$ cat src/rtl/garage_door_plant.sv
// garage_door_plant: behavioural door/actuator model for the garage controller.
// It integrates the up_m/dn_m motor commands into a door position and drives
// the up_max/dn_max limit switches back to the controller. Driving both motor
// commands at once is latched as a fault that only reset clears.
// Optional feature macro: GARAGE_OBSTRUCT_EN adds the obstruct input. While it
// is high during a close, the motor stalls: the position and the prescaler hold.
// There is no valid/ready handshake. Every input is a level that is sampled on
// each rising clk edge, and every output is a registered decode.
module garage_door_plant #(
  parameter int TRAVEL   = 8,
  parameter int STEP_DIV = 4,
  parameter int PW       = $clog2(TRAVEL + 1)
) (
  input  logic          clk,
  input  logic          reset,
  input  logic          up_m,
  input  logic          dn_m,
`ifdef GARAGE_OBSTRUCT_EN
  input  logic          obstruct,
`endif
  output logic          up_max,
  output logic          dn_max,
  output logic [PW-1:0] position,
  output logic          moving,
  output logic          fault,
  output logic [1:0]    state_dbg
);

  localparam int DW = (STEP_DIV > 1) ? $clog2(STEP_DIV) : 1;
  localparam logic [PW-1:0] TRAVEL_P = PW'(TRAVEL);
  localparam logic [DW-1:0] DIV_LAST = DW'(STEP_DIV - 1);

  typedef enum logic [1:0] {
    IDLE    = 2'd0,
    OPENING = 2'd1,
    CLOSING = 2'd2,
    FAULT   = 2'd3
  } state_t;

  state_t        state_q, state_d;
  logic [PW-1:0] pos_q, pos_d;
  logic [DW-1:0] div_cnt_q, div_cnt_d;
  logic [DW-1:0] div_base;
  logic          stall;

  // Register the FSM, the position and the prescaler. Reset snaps the door closed.
  always_ff @(posedge clk) begin
    if (reset) begin
      state_q   <= IDLE;
      pos_q     <= '0;
      div_cnt_q <= '0;
    end else begin
      state_q   <= state_d;
      pos_q     <= pos_d;
      div_cnt_q <= div_cnt_d;
    end
  end

  // Next state, then stepping keyed on the direction being entered this edge.
  // The edge that starts a move is counted as the first prescaler tick.
  always_comb begin
    state_d   = state_q;
    pos_d     = pos_q;
    div_cnt_d = '0;
    div_base  = '0;
`ifdef GARAGE_OBSTRUCT_EN
    stall     = obstruct;
`else
    stall     = 1'b0;
`endif

    if (state_q == FAULT) begin
      state_d = FAULT;
    end else if (up_m && dn_m) begin
      state_d = FAULT;
    end else if (up_m && (pos_q != TRAVEL_P)) begin
      state_d = OPENING;
    end else if (dn_m && (pos_q != '0)) begin
      state_d = CLOSING;
    end else begin
      state_d = IDLE;
    end

    // A partial step survives only while moving in the same direction.
    if ((state_d == OPENING) || (state_d == CLOSING)) begin
      div_base = (state_d == state_q) ? div_cnt_q : '0;
      if ((state_d == CLOSING) && stall) begin
        div_cnt_d = div_base;
      end else if (div_base == DIV_LAST) begin
        div_cnt_d = '0;
        pos_d     = (state_d == OPENING) ? (pos_q + 1'b1) : (pos_q - 1'b1);
      end else begin
        div_cnt_d = div_base + 1'b1;
      end
    end
  end

  // Output decodes come only from registers, never from the inputs.
  always_comb begin
    up_max    = (pos_q == TRAVEL_P);
    dn_max    = (pos_q == '0);
    position  = pos_q;
    moving    = (state_q == OPENING) || (state_q == CLOSING);
    fault     = (state_q == FAULT);
    state_dbg = state_q;
  end

endmodule

$ cat config.mk
export PLATFORM = sky130hd
export DESIGN_NAME = garage_door_plant
export DESIGN_NICKNAME = d
export VERILOG_FILES = /design/src/rtl/garage_door_plant.sv
export SDC_FILE = /design/constraint.sdc
export NUM_CORES = 1
export LEC_CHECK = 0
export BUFFER_PORTS_ARGS = -buffer_cell sky130_fd_sc_hd__buf_2
export CAP_MARGIN = 20
export CORE_AREA = 2 2 39 41
export DETAILED_ROUTE_END_ITERATION = 10
export DIE_AREA = 0 0 41 43
export PLACE_DENSITY_LB_ADDON = 0.25
export SYNTH_ARGS = -nofsm -noshare
export SYNTH_HDL_FRONTEND = slang
export SYNTH_SLANG_ARGS = --single-unit
$ cat constraint.sdc
create_clock -name clk -period 5 [get_ports clk]
set_input_delay 1 -clock clk [delete_from_list [all_inputs] [get_ports clk]]
set_output_delay 1 -clock clk [all_outputs]
set_load 0.03 [all_outputs]
==> metrics.md <==
| Metric | Value |
|---|---|
| Cell Area, Placed | 611 um2 |
| Latest clock arrival within the worst-skew pair | 250 ps |
| Post-DRT Antenna Nets | 0 |
| Post-synthesis simple-gate area fraction | 26.8% |
| EDFF count, synth | 0 |
| Cts bufs inserted | 3 |
| Number of antenna diodes | 0 |
| Root buffer selected by CTS | clkbuf_4 |
| Fin nets | 86 |
| Min-Delay Path Class | flip-flop to flip-flop |
| Critical-path maximum fanout | 6 |
| Area share of fa/ha/maj cells after synthesis | 15.5% |
| Startpoint Class | primary input |
| Rel. slew slack | 65.9% |
| Die Ht | 43 um |
| # setup viols final | 0 |
| First-pass GRT wire length | 1500 um |
| Status | finished clean |
| Wire per inst | 10.5 um |
| Most frequent cells in the layout | buf_2 (13), dfxtp_1 (8), nor2_1 (6) |
| Die Area | 1760 um2 |
| Ports | 14 |
| Most common cell after layout, fill and taps aside | buf_2 |
| Vias in the first global route | 390 |
| Fin crit period | 2900 ps |
| I/O Buffers | 13 |
| Max Transition Viols Final | 0 |
| Clock skew | 4.36 ps |
| Max Clock Freq | 0.344 GHz |
| Max Root-Sink Buffers | 2 |
| Routability cong. | 0.645 |
| GRT Overall Usage | 12.8% |
| DPL Wire Length | 764 um |
| DP Cell Count | 87 |
| Post-synthesis xor/xnor area fraction | 3.29% |
| DR iter-0 viols | 1 |
| Top_reg_cell synth | dfxtp_1 |
| Vias per cell | 4.93 |
| Initial antenna violation count | 0 |
| Post-Syn Instances | 60 |
| PD cells | 215 nW/um2 |
| Synth Area in Compound Gates | 12.2% |
| Mux cell area share after synthesis | 7.98% |
| FF-to-FF path depth | 11 |
| Peak supply drop | 0.132 mV |
| Seq cells post-synth | 8 |
| Via count | 444 |
| Reg2reg setup slack | 2230 ps |
| Post-CTS setup buffers | 0 |
| Hold Vio Cnt, Final | 0 |
| RSZ-0062 raised after global routing | no |
| Worst EP required | 5130 ps |
| Final non-filler cell total | 90 |
| WS Path Type | primary input to flip-flop |
| Clock transition at the registers of the reported paths | 50 ps |
| Pin count of the biggest net entering global routing | 9 |
| Mapped Area | 533 um2 |
| Critical Path Sink Type | flip-flop |
| Die X | 41 um |
| RR Startpoint | position[0]$_SDFFE_PP0P_ |
| # Max-Cap Violations | 0 |
| Synth warnings | 0 |
| Starting density of the core | 38.5% |
| DR DRC count | 0 |
| Worst slew pin tran | 510 ps |
| CTS hold repair buffers | 0 |
| Total grt overflow | 0 |
| CORE AREA | 1380 um2 |
| 1st-pass router iterations | 2 |
| Layout cells sized above 1 | 25.7% |
| Synth async-reset ratio | 0% |
| Lkg Pwr | 0.292 nW |
| H-tree depth | 1 |
| Final Cell Area | 633 um2 |
| Hold Path Sink | div_cnt_q[0]$_SDFF_PP0_ |
| Worst hold stages | 2 |
| R2r endpoint | position[3]$_SDFFE_PP0P_ |
| Main combinational cell family by area after synthesis | simple AND/OR/NAND/NOR gates |
| Count of cell types in the netlist | 27 |
| Layout area overhead | 18.8% |
| # rows | 14 |
| Critical path arrival | 3040 ps |
| Final WL | 948 um |
| TritonCTS clock tree | yes |
| Fin Setup TNS | 0 ps |
| Register area share after synthesis | 30.0% |
| Clk sinks | 8 |
| Avg Synthesized Cell Area | 8.88 um2 |
| Fin crit share | 58.1% |
| HP Start | div_cnt_q[0]$_SDFF_PP0_ |
| Resized cells post-CTS | 0 |
| Syn_nets | 70 |
## Yosys cell counts, types with 2 or more instances
master	n	share of area, %
dfxtp_1	8	30
nor2_1	6	4.2
ha_1	5	12
a21oi_1	4	3.8
inv_1	4	2.8
nand2_1	4	2.8
nor2b_1	3	3.5
nor4_1	3	3.5
clkbuf_1	2	1.4
mux2i_1	2	3.8
nor3_1	2	1.9
xnor2_1	2	3.3
## how the worst max path moves through the flow
stage	depth (start not counted)	end	start	slack [ps]
after global routing	10	position[3]$_SDFFE_PP0P_	dn_m	1910
after global placement	10	position[3]$_SDFFE_PP0P_	dn_m	1910
after floorplan	10	position[3]$_SDFFE_PP0P_	position[0]$_SDFFE_PP0P_	1630
final	10	position[3]$_SDFFE_PP0P_	dn_m	2100
after detailed placement	10	position[3]$_SDFFE_PP0P_	dn_m	1830
after CTS	10	position[3]$_SDFFE_PP0P_	up_m	2090
## stage by stage
stage | util (%) | hold slack [ps] | worst slack [ps] | power (mW)
2_1_floorplan | - | 465 | 1630 | 0.0853
3_3_place_gp | 44.1 | 479 | 1910 | 0.0905
3_5_place_dp | 44.1 | 479 | 1830 | 0.0907
4_1_cts | 45.8 | 496 | 2090 | 0.138
5_1_grt | 45.8 | 533 | 1910 | 0.145
6_report | 45.8 | 494 | 2100 | 0.136
## registers in the layout (all words and copies together) (netlist names)
register	count
position	4
div_cnt_q	2
state_dbg	2
## worst max-delay path: stages
cell and delay (ps):
buf_2 130, nor4_1 280, o2bb2ai_1 160, nor3_2 80, nor2b_1 120, ha_1 170, nor2b_1 440, nand2_1 120
mux2i_1 190, mux2_2 350
## per-layer routing
metal | GRT usage, % | routed length [um] | vias up
li1 | - | - | 243
met5 | 0 | 0 | -
met2 | 18.1 | 419 | 8
met4 | 10.0 | 11 | 0
met3 | 3.14 | 34 | 2
met1 | 15.6 | 482 | 191
## area by class of cell
class | instances | area, um2
clock buffers | 3 | 22.5
fillers | 145 | 751
inverters | 4 | 15.0
multi-input cells | 46 | 350
flip-flops and latches | 8 | 160
well taps | 16 | 20.0
repair buffers | 13 | 65.1
## where the power goes
group          internal (mW)  switching, mW
combinational        0.00847         0.0135
clock                 0.0273         0.0195
sequential            0.0658        0.00158
## cell families after synthesis
group,Yosys count
adder cells (fa/ha/maj),6
AND/OR/NAND/NOR,24
XOR/XNOR,2
AO/OA/AOI/OAI,10
flip-flops,8
multiplexers,4
buffers and inverters,6
Note: power is estimated with default switching activity, not from simulation.
